--- config.mk ---
export PLATFORM = sky130hd
export DESIGN_NAME = alu_cmd_issuer
export DESIGN_NICKNAME = d
export VERILOG_FILES = /design/src/rtl/alu_pkg.sv /design/src/rtl/alu_rsp_fifo.sv /design/src/rtl/alu_cmd_issuer.sv
export SDC_FILE = /design/constraint.sdc
export NUM_CORES = 1
export LEC_CHECK = 0
export ABC_AREA = 1
export BUFFER_PORTS_ARGS = -buffer_cell sky130_fd_sc_hd__buf_2
export CAP_MARGIN = 20
export CORE_MARGIN = 2
export CORE_UTILIZATION = 55
export CTS_BUF_LIST = sky130_fd_sc_hd__clkbuf_4 sky130_fd_sc_hd__clkbuf_8
export DETAILED_ROUTE_END_ITERATION = 10
export GPL_TIMING_DRIVEN = 1
export HOLD_SLACK_MARGIN = 0.15
export PLACE_DENSITY = 0.75
export SYNTH_ARGS = -nofsm -noshare
export SYNTH_HDL_FRONTEND = slang
export SYNTH_SLANG_ARGS = --single-unit
--- constraint.sdc ---
create_clock -name CLK -period 5.05 [get_ports CLK]
set_input_delay 0.2525 -clock CLK [delete_from_list [all_inputs] [get_ports CLK]]
set_output_delay 0.2525 -clock CLK [all_outputs]
set_load 0.005 [all_outputs]
--- src/rtl/alu_pkg.sv ---
// Opcode encoding and flag layout shared by the pipelined ALU and its host-side issuer.
package alu_pkg;

  typedef enum logic [3:0] {
    ALU_ADD   = 4'd0,
    ALU_SUB   = 4'd1,
    ALU_MUL   = 4'd2,
    ALU_DIV   = 4'd3,
    ALU_AND   = 4'd4,
    ALU_OR    = 4'd5,
    ALU_XOR   = 4'd6,
    ALU_NOT   = 4'd7,
    ALU_SHL   = 4'd8,
    ALU_SHR   = 4'd9,
    ALU_PASSA = 4'd10,
    ALU_PASSB = 4'd11,
    ALU_ZERO  = 4'd12
  } alu_op_e;

  localparam logic [3:0] OP_LAST = 4'd12;

  // Bit positions inside the {Z,C,V,N} flag nibble
  localparam int FLAG_Z = 3;
  localparam int FLAG_C = 2;
  localparam int FLAG_V = 1;
  localparam int FLAG_N = 0;

  localparam logic [3:0] ERR_FLAGS = 4'b1000;

  function automatic logic op_is_err(input logic [3:0] sel, input logic b_is_zero);
    return (sel > OP_LAST) || ((sel == ALU_DIV) && b_is_zero);
  endfunction

endpackage

--- src/rtl/alu_rsp_fifo.sv ---
// Synchronous response FIFO; head entry is read straight from the storage registers.
module alu_rsp_fifo #(
  parameter int DW    = 21,
  parameter int DEPTH = 4
) (
  input  logic                     CLK,
  input  logic                     RST,
  input  logic                     push,
  input  logic [DW-1:0]            wdata,
  input  logic                     pop,
  output logic [DW-1:0]            rdata,
  output logic                     full,
  output logic                     empty,
  output logic [$clog2(DEPTH):0]   count
);
  localparam int AW = $clog2(DEPTH);
  localparam int CW = AW + 1;

  logic [DW-1:0] mem [DEPTH];
  logic [AW-1:0] wr_ptr;
  logic [AW-1:0] rd_ptr;
  logic          do_pop;

  assign do_pop = pop && !empty;
  assign full   = (count == CW'(DEPTH));
  assign empty  = (count == '0);
  assign rdata  = mem[rd_ptr];

  always_ff @(posedge CLK or negedge RST) begin
    if (!RST) begin
      wr_ptr <= '0;
      rd_ptr <= '0;
      count  <= '0;
    end else begin
      if (push)   wr_ptr <= wr_ptr + AW'(1);
      if (do_pop) rd_ptr <= rd_ptr + AW'(1);
      if (push && !do_pop)      count <= count + CW'(1);
      else if (do_pop && !push) count <= count - CW'(1);
    end
  end

  // Storage needs no reset: nothing is visible until count says so
  always_ff @(posedge CLK) begin
    if (push) mem[wr_ptr] <= wdata;
  end

  assert property (@(posedge CLK) disable iff (!RST) !(push && full && !pop));

endmodule

--- src/rtl/alu_cmd_issuer.sv ---
// Host-side initiator for the pipelined ALU: issues tagged ops, tracks them through
// the fixed ALU latency and buffers results in a credit-limited response FIFO.
module alu_cmd_issuer
  import alu_pkg::*;
#(
  parameter int WIDTH      = 12,
  parameter int LATENCY    = 2,
  parameter int FIFO_DEPTH = 4,
  parameter int TAG_W      = 4
) (
  input  logic             CLK,
  input  logic             RST,
  input  logic             cmd_valid,
  output logic             cmd_ready,
  input  logic [WIDTH-1:0] cmd_a,
  input  logic [WIDTH-1:0] cmd_b,
  input  logic [3:0]       cmd_sel,
  input  logic [TAG_W-1:0] cmd_tag,
  output logic [WIDTH-1:0] alu_a,
  output logic [WIDTH-1:0] alu_b,
  output logic [3:0]       alu_sel,
  input  logic [WIDTH-1:0] alu_f,
  input  logic             alu_z,
  input  logic             alu_c,
  input  logic             alu_v,
  input  logic             alu_n,
  output logic             rsp_valid,
  input  logic             rsp_ready,
  output logic [WIDTH-1:0] rsp_f,
  output logic [3:0]       rsp_flags,
  output logic [TAG_W-1:0] rsp_tag,
  output logic             rsp_err
);
  localparam int CNT_W = $clog2(FIFO_DEPTH) + 1;
  localparam int DW    = WIDTH + 4 + TAG_W + 1;

  typedef struct packed {
    logic             valid;
    logic [TAG_W-1:0] tag;
    logic             err;
  } stage_t;

  stage_t [LATENCY-1:0] pipe_q;
  logic [CNT_W-1:0]     credit_q;
  logic                 armed_q;
  logic                 accept;
  logic                 pop;
  logic                 cmd_err;
  logic [3:0]           alu_flags;
  logic [WIDTH-1:0]     push_f;
  logic [3:0]           push_flags;
  logic [DW-1:0]        fifo_rdata;
  logic                 fifo_full;
  logic                 fifo_empty;
  logic [CNT_W-1:0]     fifo_count;

  // Credits cover in-flight ops plus stored responses, so the ALU never outruns the FIFO
  assign cmd_ready = armed_q && (credit_q < CNT_W'(FIFO_DEPTH));
  assign accept    = cmd_valid && cmd_ready;
  assign pop       = rsp_valid && rsp_ready;
  assign cmd_err   = op_is_err(cmd_sel, cmd_b == '0);

  always_ff @(posedge CLK or negedge RST) begin
    if (!RST) begin
      armed_q <= 1'b0;
      alu_a   <= '0;
      alu_b   <= '0;
      alu_sel <= '0;
    end else begin
      armed_q <= 1'b1;
      if (accept) begin
        alu_a   <= cmd_a;
        alu_b   <= cmd_b;
        alu_sel <= cmd_sel;
      end
    end
  end

  always_ff @(posedge CLK or negedge RST) begin
    if (!RST) begin
      pipe_q <= '0;
    end else begin
      pipe_q[0] <= '{valid: accept, tag: cmd_tag, err: cmd_err};
      for (int i = 1; i < LATENCY; i++) pipe_q[i] <= pipe_q[i-1];
    end
  end

  always_ff @(posedge CLK or negedge RST) begin
    if (!RST) begin
      credit_q <= '0;
    end else if (accept && !pop) begin
      credit_q <= credit_q + CNT_W'(1);
    end else if (pop && !accept) begin
      credit_q <= credit_q - CNT_W'(1);
    end
  end

  always_comb begin
    alu_flags         = '0;
    alu_flags[FLAG_Z] = alu_z;
    alu_flags[FLAG_C] = alu_c;
    alu_flags[FLAG_V] = alu_v;
    alu_flags[FLAG_N] = alu_n;
  end

  // Illegal ops still ran on the ALU; only the captured response is masked
  assign push_f     = pipe_q[LATENCY-1].err ? '0 : alu_f;
  assign push_flags = pipe_q[LATENCY-1].err ? ERR_FLAGS : alu_flags;

  alu_rsp_fifo #(
    .DW    (DW),
    .DEPTH (FIFO_DEPTH)
  ) u_rsp_fifo (
    .CLK   (CLK),
    .RST   (RST),
    .push  (pipe_q[LATENCY-1].valid),
    .wdata ({push_f, push_flags, pipe_q[LATENCY-1].tag, pipe_q[LATENCY-1].err}),
    .pop   (pop),
    .rdata (fifo_rdata),
    .full  (fifo_full),
    .empty (fifo_empty),
    .count (fifo_count)
  );

  assign rsp_valid = !fifo_empty;
  assign {rsp_f, rsp_flags, rsp_tag, rsp_err} = fifo_empty ? {DW{1'b0}} : fifo_rdata;

  assert property (@(posedge CLK) disable iff (!RST) credit_q >= fifo_count);
  assert property (@(posedge CLK) disable iff (!RST) cmd_ready |-> !fifo_full);

endmodule

==> Yosys cells after proc, flatten, opt, wreduce, memory -nomap -nowiden <==
Memory sizes are Yosys's and may differ from the RTL's.
Index checks and enable logic that the tools add are counted.
{ "totals": {"mem_count": 1, "ram_bits": 84, "in_bits": 52, "ff_bits": 51, "word_cells": 52, "output_inout_bits": 51} }
{ "classes": {"add_sub_neg": 6, "n_eq_ne": 1, "reduce_logical": 19, "n_lt_le_gt_ge": 2, "n_mux": 9} }
{ "memory_table": {"columns": ["memory", "words", "width", "rd", "rd_clocked_by_memory_dff", "wr", "line_no", "source"], "rows": [
  ["u_rsp_fifo.mem", 4, 21, 1, 0, 1, "alu_rsp_fifo.sv:19", "logic [DW-1:0] mem [DEPTH];"]
]} }
{ "ops": {"columns": ["op", "count"], "rows": [
  ["21-bit 2-to-1 mux", 1],
  ["12-bit logical NOT", 1],
  ["12-bit 2-to-1 mux", 1],
  ["3-bit 2-to-1 mux", 4],
  ["1-bit logical AND", 9],
  ["3-bit by 1-bit adder with 3-bit output (second input constant)", 2],
  ["3-bit by 1-bit subtractor with 3-bit output (second input constant)", 2],
  ["1-bit logical NOT", 5],
  ["2-bit by 1-bit adder with 2-bit output (second input constant)", 2],
  ["4-bit by 2-bit equality test with 1-bit output (second input constant)", 1],
  ["4-bit > comparator (second input constant)", 1],
  ["4-bit 2-to-1 mux", 1],
  ["2-bit nonzero test", 2],
  ["3-bit logical NOT", 1],
  ["3-bit less-than comparator (second input constant)", 1],
  ["1-bit 2-to-1 mux", 2],
  ["1-bit logical OR", 1]
]} }

==> Depth between registers and ports, before layout <==
{ "depth": {"ltp_word": 7, "ltp_mapped": 13, "ltp_nobuf": 12} }

==> Modules after synthesis <==
Synthesis repeated with hierarchy kept, for this count alone.
{ "hier_totals": {"hier_cells": 553, "area_unflattened_um2": 5851.9} }
{ "by_module_without_submodules": {"columns": ["module", "instances", "cells_each", "area_per_inst_um2", "seq_area_each_um2"], "rows": [
  ["alu_rsp_fifo", 1, 301, 3880.0, 2697.6],
  ["alu_cmd_issuer", 1, 252, 1971.9, 1101.1]
]} }

==> Worst setup path after synthesis <==
Ideal clock, no wire load.
{ "synth_timing": {"kind": "register -> register", "from": "reg credit_q[2]", "to": "reg credit_q[2]", "setup_ns": 0.117, "period_less_slack_ns": 1.750, "path_buffers": 1, "path_stages_with_launch": 12, "t_arrival_ns": 1.633, "required_ns": 4.933, "setup_slack_ns": 3.300, "path_cell_list": "dfrtp_1 > nor2_2 > nand2_2 > inv_2 > buf_4 > ha_1 > inv_1 > fa_1 > nand2_1 > nand3_1 > nand2_1 > nand2_1"} }
{ "synth_between": {"elab_chain_cells": 6, "elab_cells_between_ends": 11, "cone_classes": "2 x add/sub; 1 x order compare; 2 x mux; 6 x reduce/logical"} }
{ "synth_lines": {"columns": ["item", "line_no", "source"], "rows": [
  ["start: declaration", "alu_cmd_issuer.sv:44", "logic [CNT_W-1:0] credit_q;"],
  ["start signal: assignment", "alu_cmd_issuer.sv:92", "credit_q <= credit_q + CNT_W'(1);"],
  ["start signal: assignment", "alu_cmd_issuer.sv:94", "credit_q <= credit_q - CNT_W'(1);"],
  ["3-bit less-than comparator (*)", "alu_cmd_issuer.sv:58", "assign cmd_ready = armed_q && (credit_q < CNT_W'(FIFO_DEPTH));"],
  ["1-bit logical AND (*)", "alu_cmd_issuer.sv:58", null],
  ["via cmd_ready", "alu_cmd_issuer.sv:14", "output logic cmd_ready,"],
  ["1-bit logical AND (*)", "alu_cmd_issuer.sv:59", "assign accept = cmd_valid && cmd_ready;"],
  ["via accept", "alu_cmd_issuer.sv:46", "logic accept;"],
  ["1-bit logical NOT", "alu_cmd_issuer.sv:93", "end else if (pop && !accept) begin"],
  ["1-bit logical AND", "alu_cmd_issuer.sv:93", null],
  ["2-bit nonzero test (no line)", null, null]
]} }
The timed path passes the listed nets; every way through them passes the cells marked *. The select of a mux whose other input is x is not followed.
A chain may end at the register's enable or synchronous reset.

==> Worst setup path after layout <==
{ "layout_timing": {"from": "reg u_rsp_fifo.rd_ptr[1]", "to": "out rsp_err"} }
{ "layout_between": {"elab_chain_cells": 2} }
{ "layout_lines": {"columns": ["item", "line_no", "source"], "rows": [
  ["start: declaration", "alu_rsp_fifo.sv:21", "logic [AW-1:0] rd_ptr;"],
  ["start signal: assignment", "alu_rsp_fifo.sv:36", "if (do_pop) rd_ptr <= rd_ptr + AW'(1);"],
  ["memory 4 x 21 bit", null, null],
  ["21-bit 2-to-1 mux", "alu_cmd_issuer.sv:126", "assign {rsp_f, rsp_flags, rsp_tag, rsp_err} = fifo_empty ? {DW{1'b0}} : fifo_rdata;"],
  ["end: declaration", "alu_cmd_issuer.sv:32", "output logic rsp_err"]
]} }
No other way between the ends.

==> reports/qor.yml <==
hold_viol_final: 0
antenna_found_initial: 0
via_count: 4260
drv_slew: 0
seqPwrFrac_pct: 43.0
p_per_area_nw_per_um2: 507
synthArstFlopShare_pct: 37.8
cts_tree: "built"
min_path_type: "in -> reg"
tightest_slew_ns: 1.00
finalSetupViolations: 0
period_minus_slack_ns: 2.86
core-area_um2: 10300
timing.fmax_mhz: 350
clock_skew_ns: 0.00752
yosys.cell_types.count: 25
critPathRequiredTime_ns: 4.80
antenna_cells: 0
critical_path.max_fanout: 24
critPathKind: "reg -> out"
rrSetupSlack_ns: 2.50
pwr-share-comb_pct: 31.4
place_congestion: 0.784
ys_seq_area_share_pct: 65.4
final_util_pct: 68.8
die_h_um: 107
timing.rr.start: "credit_q[2]"
htreeDepth: 4
insertion_delay_ns: 0.42
netSwitchingFraction_pct: 33.5
wl_per_cell_um: 14.0
viasPerCell: 4.89
worst_r2r_endpoint: "credit_q[2]"
power_mw: 3.59
drc: 0
synth_common_cells: "nand2_1 (199), inv_1 (117), edfxtp_1 (84)"
cts_buffer_depth: 2
drt-total-wl_um: 12200
finalSetupTns_ns: 0
syn_inst: 589
synth_edf_count: 84
critical_path.endpoint: "rsp_err"
p_sw_mw: 1.20
clock-sinks: 135
pre_cts_slack_ns: 2.52
hpwl_um: 7040
ios: 103
placementRows: 37
io_buffer_count: 102
filler_cell_count: 784
crit_arrival_ns: 2.60
grt_max_degree: 52
synth_top_area_share_pct: 43.4
drt_iter0_markers: 240
postSynthAreaPerCell_um2: 9.86
fin_ws_ns: 2.19
cts_resized: 0
status: "finished clean"
grt_pass1_wl_um: 20200
end_kind: "output port"
p_clk_share_pct: 25.6
grtUsageTotal_pct: 23.0
cts_root_buffer: "clkbuf_8"
synth_nets: 649
r2r_cells: 10
synth_ff_type: "edfxtp_1"
firstDrtPassIters: 5
layout-drive-gt1-share_pct: 18.3
maxCapViolCount: 0
final.period_utilization_pct: 56.6
syn2layout_area_growth_pct: 21.8
numCtsBuffers: 17
yosys.area.top_type: "edfxtp_1"
max-vdd-ir-drop_uv: 308
rsz0062_at_grt: "no"
path_clk_slew_ns: 0.07
worstSetupStartpointType: "register"
intPower_mw: 2.39
dieArea_um2: 11400
relSlewSlack_pct: 33.2
synth_area_leaders: "edfxtp_1 (43%), dfrtp_1 (22%), nand2_1 (13%)"
leakage_nw: 3.58
grt.overflow.total: 0
detail-route-antenna-nets: 0
yosys_warnings: 0
initial_utilization_pct: 56.5
multi_input_area_um2: 1370
crit_start: "u_rsp_fifo.rd_ptr[1]"
ys_ff_latch: 135
post-synth-top-count-cell: "nand2_1"
syn_area_um2: 5810
layout.nets: 783
seq_area_um2: 3800
grt_pass1_vias: 4359
die_w_um: 107
[power groups by stage]
| stage | Clock [mW] | Sequential, mW | Combinational (mW) |
|---|---|---|---|
| 6_report | 0.917 | 1.54 | 1.13 |
| 5_1_grt | 0.975 | 1.57 | 1.28 |
| 4_1_cts | 0.927 | 1.54 | 1.13 |
| 3_5_place_dp | 0 | 1.55 | 1.10 |
| 3_3_place_gp | 0 | 1.55 | 1.06 |
| 2_1_floorplan | 0 | 1.52 | 0.748 |
[final cells by class]
cell class | count | area share, %
Clock inverter | 13 | 2.26
Clock buffer | 19 | 3.52
Tap cell | 136 | 2.41
Inverter | 119 | 6.31
Timing Repair Buffer | 139 | 12.4
Sequential cell | 135 | 53.7
Multi-Input combinational cell | 311 | 19.4
[what timing repair did]
action | in CTS | in global routing
hold buffers | 35 | 0
hold endpoints to repair | 89 | 0
buffers inserted | 0 | 0
[layout by cell type, fill, tap and decap left out, types with 2 or more instances in the layout]
cell	n
dfrtp_1	51
edfxtp_1	84
clkbuf_4	2
a21oi_1	21
buf_4	2
dlygate4sd3_1	35
buf_2	102
inv_1	117
clkinv_2	2
nand3_1	45
clkinv_1	6
xnor2_1	3
inv_2	2
fa_1	2
nand2_1	199
bufinv_16	4
ha_1	6
clkbuf_8	17
nand4_1	2
nor2_1	25
[layer usage]
metal | global-route usage (%) | share of wire (%) | vias to the layer above
li1 | - | - | 2073
met1 | 28.6 | 40 | 1992
met2 | 39.5 | 51 | 177
met3 | 5.59 | 7.6 | 18
met4 | 7.61 | 1.3 | 0
met5 | 0 | 0 | -
[kinds of logic after synthesis]
kind of cell	share of synthesized area [%]
compound gates	2.11
xor+xnor	0.603
fa+ha+maj	1.98
buf+inv	10.9
flops	65.4
other cells	0.0646
simple gates	18.9
[how the worst min path moves through the flow]
stage / from / endpoint / slack, ns / cells after the start
2_1_floorplan: RST / alu_a[0] / -0.04 / 0
3_3_place_gp: pipe_q[5] / pipe_q[11] / 0.33 / 0
3_5_place_dp: pipe_q[0] / pipe_q[6] / 0.33 / 0
4_1_cts: alu_f[10] / u_rsp_fifo.mem[3][19] / 0.17 / 3
5_1_grt: alu_f[7] / u_rsp_fifo.mem[3][16] / 0.19 / 3
6_report: alu_f[6] / u_rsp_fifo.mem[3][15] / 0.20 / 3
[registers in the layout, indices dropped and copies added (netlist names)]
name / flops
u_rsp_fifo.mem: 84
alu_a: 12
alu_b: 12
pipe_q: 12
alu_sel: 4
credit_q: 3
u_rsp_fifo.count: 3
u_rsp_fifo.rd_ptr: 2
u_rsp_fifo.wr_ptr: 2
armed_q: 1
[critical path, cell delays in order, from the launching register on]
cell and delay (ns):
dfrtp_1 0.95, inv_1 0.69, nand3_1 0.27, a21oi_1 0.10, buf_2 0.17
[metrics by stage]
| step | hold slack [ns] | instance area, um^2 | cells |
|---|---|---|---|
| floorplan | -0.0431 | 5810 | 589 |
| global placement | 0.332 | 6310 | 805 |
| detailed placement | 0.335 | 6310 | 805 |
| CTS | 0.175 | 7070 | 872 |
| global route | 0.190 | 7070 | 872 |
| finish | 0.198 | 7070 | 872 |
Note: power is estimated with default switching activity, not from simulation.
